$ cat src/rtl/scam_multi_reader_types.sv
// Shared types for the multi-channel blocking SCAM reader.
// Optional build macro: SCAM_NB_TRY_EN (non-blocking try-read on each channel).
package scam_multi_reader_types;

    typedef enum logic [0:0] {
        ST_READ  = 1'b0,
        ST_WRITE = 1'b1
    } state_e;

    localparam int DEF_NUM_CH   = 2;
    localparam int DEF_DATA_W   = 32;
    localparam int DEF_INIT_VAR = 4;

    // Channel index width; a single channel still needs one index bit.
    function automatic int idx_width(input int num_ch);
        return (num_ch > 1) ? $clog2(num_ch) : 1;
    endfunction

    // One-hot decode: bit 'pos' of the decoded vector for index 'idx'.
    function automatic logic onehot_bit(input int unsigned idx, input int unsigned pos);
        return (idx == pos);
    endfunction

endpackage

$ cat src/rtl/scam_onehot_notify.sv
// Registered one-hot input-notify vector. Driven from the reader's next state
// so the notify bit moves to the next channel in the cycle after a transfer.
module scam_onehot_notify
    import scam_multi_reader_types::*;
#(
    parameter int NUM_CH = DEF_NUM_CH,
    parameter int IDX_W  = idx_width(DEF_NUM_CH)
) (
    input  logic              clk,
    input  logic              rst,
    input  state_e            state_d_i,
    input  logic [IDX_W-1:0]  ch_idx_d_i,
    input  logic              enable_i,
    output logic [NUM_CH-1:0] notify_o
);

    logic [NUM_CH-1:0] notify_d;
    logic [NUM_CH-1:0] notify_q;

    // Decode next channel index into a one-hot vector, zero while writing.
    always_comb begin
        notify_d = '0;
        for (int i = 0; i < NUM_CH; i++) begin
            if (enable_i && (state_d_i == ST_READ)) begin
                notify_d[i] = onehot_bit(32'(ch_idx_d_i), i);
            end else begin
                notify_d[i] = 1'b0;
            end
        end
    end

    // Notify register; reset offers channel 0.
    always_ff @(posedge clk or posedge rst) begin
        if (rst) begin
            notify_q <= NUM_CH'(1);
        end else begin
            notify_q <= notify_d;
        end
    end

    assign notify_o = notify_q;

endmodule

$ cat src/rtl/scam_multi_blocking_reader.sv
// Multi-channel SCAM reader: reads NUM_CH input channels in fixed order,
// accumulates them (two's complement, wrapping), then offers the sum on a
// blocking output port. The accumulator persists across rounds.
// Optional build macro: SCAM_NB_TRY_EN -- each read becomes a try-read that
// skips a channel whose sync is low instead of blocking on it.
module scam_multi_blocking_reader
    import scam_multi_reader_types::*;
#(
    parameter int                 NUM_CH   = DEF_NUM_CH,
    parameter int                 DATA_W   = DEF_DATA_W,
    parameter logic [DATA_W-1:0]  INIT_VAR = DATA_W'(DEF_INIT_VAR)
) (
    input  logic                     clk,
    input  logic                     rst,
    input  logic [NUM_CH*DATA_W-1:0] b_in,
    input  logic [NUM_CH-1:0]        b_in_sync,
    output logic [NUM_CH-1:0]        b_in_notify,
    output logic [DATA_W-1:0]        b_out,
    input  logic                     b_out_sync,
    output logic                     b_out_notify,
    output logic                     nb_result,
    output logic [DATA_W-1:0]        var_out
);

    localparam int IDX_W = idx_width(NUM_CH);

    state_e              state_q, state_d;
    logic [IDX_W-1:0]    ch_idx_q, ch_idx_d;
    logic [DATA_W-1:0]   var_q, var_d;
    logic                nb_q, nb_d;
    logic [DATA_W-1:0]   b_out_q, b_out_d;
    logic                b_out_notify_q, b_out_notify_d;

    logic [DATA_W-1:0]   cur_data_s;
    logic                cur_sync_s;
    logic                last_ch_s;
    logic                advance_s;

    // Select the currently addressed channel's data and sync.
    always_comb begin
        cur_data_s = b_in[32'(ch_idx_q) * DATA_W +: DATA_W];
        cur_sync_s = b_in_sync[ch_idx_q];
        last_ch_s  = (ch_idx_q == IDX_W'(NUM_CH - 1));
    end

    // Next-state logic for the read/accumulate/write round.
    always_comb begin
        state_d        = state_q;
        ch_idx_d       = ch_idx_q;
        var_d          = var_q;
        nb_d           = nb_q;
        b_out_d        = b_out_q;
        b_out_notify_d = b_out_notify_q;
        advance_s      = 1'b0;

        case (state_q)
            ST_READ: begin
`ifdef SCAM_NB_TRY_EN
                // Try-read: always move on; nb_result reports whether data came.
                advance_s = 1'b1;
                nb_d      = cur_sync_s;
                if (cur_sync_s) begin
                    var_d = var_q + cur_data_s;
                end else begin
                    var_d = var_q;
                end
`else
                // Blocking read: stay on this channel until its producer syncs.
                if (cur_sync_s) begin
                    advance_s = 1'b1;
                    var_d     = var_q + cur_data_s;
                    nb_d      = 1'b1;
                end else begin
                    advance_s = 1'b0;
                end
`endif
                if (advance_s && last_ch_s) begin
                    state_d        = ST_WRITE;
                    b_out_d        = var_d;
                    b_out_notify_d = 1'b1;
                end else if (advance_s) begin
                    ch_idx_d = ch_idx_q + IDX_W'(1);
                end else begin
                    ch_idx_d = ch_idx_q;
                end
            end
            ST_WRITE: begin
                if (b_out_sync) begin
                    state_d        = ST_READ;
                    ch_idx_d       = '0;
                    b_out_notify_d = 1'b0;
                end else begin
                    state_d = ST_WRITE;
                end
            end
            default: begin
                state_d        = ST_READ;
                ch_idx_d       = '0;
                b_out_notify_d = 1'b0;
            end
        endcase
    end

    // Round state, accumulator and output registers.
    always_ff @(posedge clk or posedge rst) begin
        if (rst) begin
            state_q        <= ST_READ;
            ch_idx_q       <= '0;
            var_q          <= INIT_VAR;
            nb_q           <= 1'b0;
            b_out_q        <= '0;
            b_out_notify_q <= 1'b0;
        end else begin
            state_q        <= state_d;
            ch_idx_q       <= ch_idx_d;
            var_q          <= var_d;
            nb_q           <= nb_d;
            b_out_q        <= b_out_d;
            b_out_notify_q <= b_out_notify_d;
        end
    end

    scam_onehot_notify #(
        .NUM_CH (NUM_CH),
        .IDX_W  (IDX_W)
    ) u_notify (
        .clk        (clk),
        .rst        (rst),
        .state_d_i  (state_d),
        .ch_idx_d_i (ch_idx_d),
        .enable_i   (1'b1),
        .notify_o   (b_in_notify)
    );

    assign b_out        = b_out_q;
    assign b_out_notify = b_out_notify_q;
    assign nb_result    = nb_q;
    assign var_out      = var_q;

endmodule
$ cat config.mk
export PLATFORM = sky130hd
export DESIGN_NAME = scam_multi_blocking_reader
export DESIGN_NICKNAME = d
export VERILOG_FILES = /design/src/rtl/scam_multi_reader_types.sv /design/src/rtl/scam_onehot_notify.sv /design/src/rtl/scam_multi_blocking_reader.sv
export SDC_FILE = /design/constraint.sdc
export NUM_CORES = 1
export LEC_CHECK = 0
export BUFFER_PORTS_ARGS = -buffer_cell sky130_fd_sc_hd__buf_2
export CORE_MARGIN = 4
export CORE_UTILIZATION = 40
export DETAILED_ROUTE_END_ITERATION = 8
export GPL_TIMING_DRIVEN = 0
export PLACE_DENSITY = 0.72
export SKIP_CTS_REPAIR_TIMING = 1
export SLEW_MARGIN = 0
export SYNTH_ARGS = -nofsm -noshare
export SYNTH_HDL_FRONTEND = slang
export SYNTH_SLANG_ARGS = --single-unit
export TNS_END_PERCENT = 50
$ cat constraint.sdc
create_clock -name clk -period 4.15 [get_ports clk]
set_clock_uncertainty 0.05 [all_clocks]
set_input_delay 0.83 -clock clk [delete_from_list [all_inputs] [get_ports clk]]
set_output_delay 0.83 -clock clk [all_outputs]
set_load 0.01 [all_outputs]
==> results of run 1 <==
==> metrics by stage <==
stage	TNS, ns	utilization	hold WS [ns]	total power, mW	std cells
6_report	0	0.519	0.420	5.98	842
3_3_place_gp	-0.0260	0.489	0.403	4.92	827
3_5_place_dp	-0.0760	0.489	0.407	5.02	827
2_1_floorplan	0	-	0.441	3.91	548
5_1_grt	0	0.519	0.443	6.50	842
4_1_cts	-0.129	0.519	0.424	5.97	843
==> synthesized netlist by cell type (all sizes together) (2+ instances only) <==
cell and instances:
mux2 31, inv 9, a211o 5, a31oi 5, nor2b 2, o21a 6, buf 12, and3 2
a311oi 2, nor2 23, ha 31, nor3 12, dfrtp 68, a31o 2, dfstp 2, nand4 9
a21o 18, clkbuf 19, a21oi 39, and2 6, o2111ai 5, mux2i 4, o21ai 55, xor2 9
nand2 91, and4 2, nor4 3, o21bai 2, nand3 24, o211ai 3, a2111oi 2, o221ai 2
o31ai 9, or4 2, a211oi 5, and4b 2, xnor2 12
==> registers in the layout, summed over array words and instances, names as in the netlist <==
signal,count
b_out_notify,1
state_q,1
b_out,32
var_out,32
nb_result,1
u_notify.notify_o,2
ch_idx_q,1
==> logic make-up (layout without fill, tap and decap cells) <==
kind of cell / Yosys count / in the layout / share of synthesized area
fa+ha+maj: 32 / 32 / 0.0847
xor+xnor: 21 / 21 / 0.0382
flops: 70 / 70 / 0.364
compound gates: 169 / 169 / 0.225
buf+inv: 40 / 191 / 0.0356
simple gates: 181 / 181 / 0.172
mux: 35 / 35 / 0.0808
==> layout make-up <==
type	count	area, um2	area share
multi-input cells	438	2890	0.480
flip-flops and latches	70	1760	0.291
repair buffers	136	681	0.113
clock buffers	13	260	0.0432
well taps	143	179	0.0297
plain buffers	30	135	0.0224
clock inverters	3	90.1	0.0149
inverters	9	36.3	0.00602
==> power groups by stage <==
stage / Clock (mW) / Sequential, mW / Combinational, mW
floorplan: 0 / 1.40 / 2.52
global placement: 0 / 1.26 / 3.66
detailed placement: 0 / 1.28 / 3.74
CTS: 0.929 / 1.27 / 3.77
global route: 0.958 / 1.33 / 4.21
finish: 0.920 / 1.29 / 3.77
==> metal layers <==
layer / routed length, um / GRT usage
met1: 6630 / 0.288
met2: 6720 / 0.335
met3: 1040 / 0.0452
met4: 318 / 0.0842
met5: 0 / 0
==> worst max path at each step <==
stage | startpoint | to | cells after the start
2_1_floorplan | ch_idx_q | b_out[21] | 11
3_3_place_gp | ch_idx_q | b_out[22] | 11
3_5_place_dp | ch_idx_q | b_out[22] | 11
4_1_cts | ch_idx_q | b_out[22] | 11
5_1_grt | ch_idx_q | b_out[31] | 11
6_report | ch_idx_q | var_out[31] | 11
==> run metrics, run 1 <==
P_sw between 2 and 3 mW; antenna violations before repair 0; Reg2Reg Setup Slack ~0.31 ns; TritonCTS buffer count 9; # DRC 0; num ports around 140; maximum vdd drop about 0.33 mV; post-synth top area share 0.353; Crit Path Max Fanout 10; worst hold stages 1; post-synthesis cell type count between 50 and 60; Antenna Cells 0; number of enable flip-flop cells after synthesis 0; Final Instance Area 6030 um2; Iteration-0 DRC Markers roughly 350; YS warnings 0; fin crit share 0.925; final setup margin between 0.3 and 0.4 ns; clock sinks 70; CP Class reg2reg; proportion of power drawn by flip-flops and latches 0.215; global-route wire length before repair 24.1 mm; Starting Density 0.415; DP Wirelength around 11 mm; Fill cells about 1100; die footprint approximately 14000 um2; biggest cell delay along the critical path 0.56 ns; Top cell by count, worst path nand3_1; Power Density roughly 990 nW/um2; GRT Util Overall 0.213; TritonCTS clock tree built; Slew Viols, Final 0; Hold Crit Class reg2reg; DR vias/cell 5.70; Cell Area, Placed around 5700 um2; Clk pwr share 0.154; Std-Cell Rows 39; Final Hold Vio Count 0; CP Capture Type register; Slew @ Worst Pin ~1 ns; final net count 795; relative slew slack 0.315; antenna-violating nets left 0; P_leak around 2.9 nW; FF-to-FF path depth 11; CORE AREA around 12000 um2; total internal power around 3.1 mW; CP Cell Sequence clkbuf_1 -> mux2_2 -> ha_1 -> buf_2 -> and4_1 -> nand3_1 -> a211o_1 -> a311o_1 -> a211oi_1 -> o2111ai_1 -> nand3_1; Worst EP arrival 4.06 ns; top post-synthesis cells by area dfrtp_1 (35%), ha_1 (8.0%), mux2_2 (7.2%); #FFs+latches synth 70; vias in the first global route 4738; vias between 4000 and 5000; hold path start nb_result; status completed; worst-skew pair later-pin latency between 0.3 and 0.4 ns; Critical R2R Launch ch_idx_q; largest net degree at the start of global routing 71; asr flop ratio synth 1.00; gp weighted congestion 0.945; H-tree levels 3; RSZ-0062 raised after global routing no; max-cap check violation count 0; Slowest-stage cell, CP clkbuf_1; Mean Syn Cell Area 8.79 um2; Clock Path Buffers 2; switch share 0.480; commonest cells after routing, fill and taps aside buf_2 (144), nand2_1 (91), dfrtp_1 (67); wire per inst approximately 17 um; Comb pwr share 0.631; Layout area overhead 25.1%; Clock transition at path regs around 0.060 ns; die width approximately 120 um; layout cells sized above 1 0.295; final setup fails 0; WHS Endpoint nb_result; commonest non-fill, non-tap cell in the layout buf_2; CTS root buf clkbuf_16; Period minus WS final between 3 and 4 ns; Startpoint Class register; Cell Area, Synth between 4000 and 5000 um2; total wire length ~15 mm; Primary FF master, synth dfrtp_1; cell count after synthesis approximately 550; sequential share of the synthesized area 0.364; Die H about 120 um; PortBufs approximately 140; Peak Freq between 200 and 300 MHz; grt ovf 0; syn nets 649; Crit Reg-Reg Endpoint var_out[31]; largest delay contributor family on the critical path compound AO/OA/AOI/OAI gates; post-synth top area cell dfrtp_1; Required @ worst endpoint 4.37 ns; DRT Pass-1 Iters 6; buffers plus inverters on the worst setup path 2; pre-CTS setup slack -0.0523 ns
(Power assumes the default switching activity.)
==> run 2, diff against run 1 <==
ABC_AREA = 1   (was not set)
PLACE_DENSITY = 0.71   (was 0.72)
clock period = 4.87 ns   (was 4.15 ns; I/O delays follow)
==> run 2 against run 1 <==
Clock-buffer cell count down 3. Hold slack lost 0.0097 ns. Power decreased by 3.0%. Global-route usage is 0.99 points higher. Cell count is 50% higher. Routed wire length increased by 21%. Die area up 16%. Final area is 14% higher. Largest cell class unchanged.
==> run metrics, run 2 <==
dpl cells ~1200; Startpoint Class register; DP Wirelength between 10 and 15 mm; Clock transition at path regs around 0.06 ns; status completed; Die H between 100 and 150 um; CTS root buf clkbuf_16; Period minus WS final between 3 and 4 ns; die width around 130 um; GRT Util Overall 0.223; post-synthesis cell type count 32; clock sinks 70; Std-Cell Rows 43; asr flop ratio synth 1.00; RSZ-0062 raised after global routing no; die footprint between 15000 and 20000 um2; syn nets around 1000; Mean Syn Cell Area slightly above 6 um2; wire per inst roughly 14 um; commonest cells after routing, fill and taps aside nand2_1 (436), buf_2 (144), inv_1 (139); final setup fails 0; Reg2Reg Setup Slack around 1.6 ns; Crit Path Max Fanout 10; cell count after synthesis just over 900; TritonCTS clock tree built; post-synth top area cell dfrtp_1; Iteration-0 DRC Markers 314; sequential share of the synthesized area 0.310; CP Capture Type register; most frequent cell after synthesis nand2_1; Power Density 844 nW/um2; most frequent cells after synthesis nand2_1 (436), inv_1 (140), nand3_1 (69); total wire length approximately 18 mm; # DRC 0; vias about 6000; number of enable flip-flop cells after synthesis 0; Peak Freq between 300 and 400 MHz; largest net degree at the start of global routing approximately 70; worst-skew pair later-pin latency about 0.36 ns; Slew @ Worst Pin 0.602 ns; Worst EP arrival around 3.4 ns; relative slew slack 0.599; commonest non-fill, non-tap cell in the layout nand2_1; vias in the first global route roughly 5500; max-cap check violation count 0; DRT Pass-1 Iters 5; Clock Path Buffers 2; post-synth top area share 0.301; final setup margin 1.64 ns; Slew Viols, Final 0; P_leak around 4.2 nW; Primary FF master, synth dfrtp_1; final std cells w/o fill between 1000 and 1500; CP Class reg2reg; TritonCTS buffer count 9; Sum Neg Setup Slack 0 ns; Antenna Cells 0; H-tree levels 3; fin crit share 0.663; Required @ worst endpoint 5.05 ns; layout cells sized above 1 0.176; global-route wire length before repair about 28 mm; grt ovf 0; Layout area overhead 21.4%; YS warnings 0; DR vias/cell around 4.7; num ports approximately 140; #FFs+latches synth 70; final net count around 1200; maximum vdd drop ~0.30 mV; CORE AREA around 14000 um2; antenna violations before repair 0; Final Hold Vio Count 0; PortBufs roughly 140; pre-CTS setup slack approximately 1.7 ns; Cell Area, Synth ~5700 um2; Fill cells about 1500; Hold Crit Class reg2reg; antenna-violating nets left 0; top post-synthesis cells by area dfrtp_1 (30%), nand2_1 (29%), inv_1 (9.3%); Starting Density 0.408; gp weighted congestion between 0.9 and 1
run 2: changes by cell type after synthesis, moves of 11 or more:
| cell | previous run | this run |
|---|---|---|
| a21o_1 | 18 | 0 |
| mux2_2 | 31 | 0 |
| or2_2 | 0 | 17 |
| nand2_1 | 91 | 436 |
| o21ai_0 | 52 | 14 |
| clkbuf_1 | 19 | 8 |
| nand3_1 | 24 | 69 |
| nor2_1 | 23 | 61 |
| inv_1 | 9 | 140 |
run 2: stage by stage:
step	hold WS (ns)	util	area [um2]	total power [mW]
floorplan	0.454	-	5660	3.94
global placement	0.398	0.473	6570	5.13
detailed placement	0.401	0.475	6600	5.17
CTS	0.415	0.495	6870	5.82
global route	0.427	0.495	6870	6.42
finish	0.410	0.495	6870	5.80
run 2: critical path, stage by stage, from the launching register on:
cell and delay (ns):
dfrtp_1 0.34, buf_6 0.16, clkinv_1 0.27, clkbuf_1 0.34, nand2_1 0.12, nand2_1 0.08
ha_1 0.24, fa_1 0.46, nand3_1 0.11, nand3_2 0.13, nand3_1 0.11, nand3_1 0.19
or2_2 0.35, nand3_1 0.08, a21oi_1 0.07
run 2: worst paths after layout:
kind,startpoint,to,cells past startpoint
worst min register to register,nb_result,nb_result,1
worst max-delay path,ch_idx_q,b_out[12],14
worst min-delay path,nb_result,nb_result,1
worst max register to register,ch_idx_q,b_out[12],14
min in group asynchronous,rst,b_out[26],3
max in group asynchronous,rst,u_notify.notify_o[0],3
run 2: where the power goes:
part | internal, mW | leakage, nW | switching [mW]
Clock | 0.348 | 0.133 | 0.281
Combinational | 1.42 | 3.20 | 2.67
Sequential | 0.892 | 0.825 | 0.186
Total | 2.66 | 4.16 | 3.14
run 2: final cells by class:
type,instances,area (um2),share of cell area
inverter,144,543,0.0790
sequential,70,1750,0.255
clock buffer,10,229,0.0333
tap,180,225,0.0328
timing repair buffer,137,708,0.103
clock inverter,6,47.5,0.00692
multi-input combinational,696,3240,0.471
buffer,22,131,0.0191
run 2: logic make-up after synthesis:
family                     Yosys count  share of synthesized area
and+or+nand+nor                    605                      0.436
adders and majority gates           32                     0.0720
xor gates and xnor gates             8                     0.0124
muxes                                2                    0.00354
DFF                                 70                      0.310
buffers and inverters              166                      0.119
AOI/OAI and AO/OA                   49                     0.0473
run 2: per-layer routing:
layer  routed length, um  up-vias  track usage
li1                    -     3134            -
met1                8680     2684        0.318
met2                7700      170        0.349
met3                1140       15       0.0351
met4                 280        0       0.0713
met5                   0        -            0
==> run 3, diff against run 2 <==
ABC_AREA = 0   (was 1)
PLACE_DENSITY = 0.72   (was 0.71)
clock period = 3.3 ns   (was 4.87 ns; I/O delays follow)
==> run 3 against run 2 <==
Final area is 6.8% lower. The flow now finishes with violations (setup timing). Sequential cell count stayed put. Core utilization is 5.7 points higher.
==> run metrics, run 3 (synthesis results as in run 1) <==
status finished with violations; failing checks setup timing; Fill cells 1055; Slew @ Worst Pin ~0.96 ns; num ports roughly 140; vias about 4900; CTS root buf clkbuf_16; CORE AREA about 12000 um2; die width 118 um; gp weighted congestion between 0.9 and 1; CP Class reg2reg; DP Wirelength ~11 mm; relative slew slack 0.357; die footprint between 10000 and 15000 um2; PortBufs roughly 140; Slew Viols, Final 0; TritonCTS buffer count 9; total wire length between 15 and 20 mm; CP Capture Type register; P_leak between 3 and 4 nW; antenna violations before repair 0; Final Hold Vio Count 0; final core utilization 0.552; Crit Path Max Fanout 6; commonest cells after routing, fill and taps aside buf_2 (141), nand2_1 (91), dfrtp_1 (67); Required @ worst endpoint around 3.5 ns; clock sinks 70; layout cells sized above 1 0.361; Sum Neg Setup Slack -0.0137 ns; worst-skew pair later-pin latency ~0.33 ns; Starting Density 0.415; final net count 805; Clock Path Buffers 2; final setup margin -0.0137 ns; grt ovf 0; final setup fails 1; TritonCTS clock tree built; # DRC 0; RSZ-0062 raised after global routing yes; Peak Freq approximately 300 MHz; DR vias/cell around 5.7; Period minus WS final roughly 3.3 ns; Std-Cell Rows 39; Clock transition at path regs 0.06 ns; Hold Crit Class reg2reg; antenna-violating nets left 0; commonest non-fill, non-tap cell in the layout buf_2; max-cap check violation count 0; Worst EP arrival between 3 and 4 ns; vias in the first global route 4656; Startpoint Class register; fin crit share 1.00; DRT Pass-1 Iters 7; power consumption a little over 8 mW; Iteration-0 DRC Markers approximately 450; maximum vdd drop 0.449 mV; wire per inst 17.7 um; Cell Area, Placed between 5000 and 6000 um2; GRT Util Overall 0.206; Die H approximately 120 um; global-route wire length before repair approximately 23 mm; H-tree levels 3; Antenna Cells 0; largest net degree at the start of global routing between 70 and 80; Layout area overhead 33.0%; Final Instance Area between 6000 and 7000 um2; Power Density ~1300 nW/um2
==> run 3: cell count changes in the layout (fill, tap and decap cells not counted), sizes merged, moves of 10 or more <==
cell,before,now
nand3,70,24
or2,19,0
nand2,436,91
o21ai,15,55
mux2,0,31
inv,143,9
nor2,62,23
clkbuf,19,29
a21o,0,18
==> run 3: worst paths after layout <==
path / startpoint / end / slack [ns] / cells past startpoint
min in group asynchronous: rst / b_out_notify / 0.48 / 2
worst max register to register: ch_idx_q / var_out[17] / -0.01 / 10
worst min register to register: b_out[5] / b_out[5] / 0.42 / 2
max in group asynchronous: rst / ch_idx_q / 2.12 / 2
worst min-delay path: b_out[5] / b_out[5] / 0.42 / 2
worst max-delay path: ch_idx_q / var_out[17] / -0.01 / 10
==> run 3: layer usage <==
layer,up-vias,global-route usage,part of all wire
met3,27,0.0490,0.072
met4,0,0.0762,0.020
met2,211,0.322,0.47
met5,-,0,0
li1,2321,-,-
met1,2312,0.277,0.44
==> run 3: cell type report <==
cell class,instances,area (um2),area share
multi-input combinational,438,3170,0.495
buffer,30,180,0.0281
clock buffer,12,246,0.0385
tap,143,179,0.0279
clock inverter,4,47.5,0.00742
sequential,70,1760,0.274
inverter,9,36.3,0.00566
timing repair buffer,146,790,0.123
==> run 3: report_power, final <==
part | leakage (nW) | internal, mW | switching, mW
clock network | 0.143 | 0.604 | 0.382
registers | 0.853 | 1.31 | 0.336
logic | 2.01 | 2.24 | 3.22
total | 3.00 | 4.15 | 3.93
==> run 3: stage by stage <==
stage | hold WS [ns] | cells | worst slack (ns)
final | 0.423 | 852 | -0.0137
after global routing | 0.451 | 852 | -0.151
after CTS | 0.422 | 843 | -0.857
after detailed placement | 0.406 | 827 | -0.826
after global placement | 0.402 | 827 | -0.779
after floorplan | 0.441 | 548 | -0.0191
==> run 3: worst max-delay path, stage by stage (launching register included) <==
cell       delay [ns]
dfrtp_2          0.51
clkbuf_16        0.20
mux2_2           0.35
ha_4             0.31
a21o_1           0.18
a31oi_2          0.08
a2111oi_4        0.43
o211ai_1         0.30
a211oi_1         0.46
nor3_1           0.12
o31ai_1          0.23
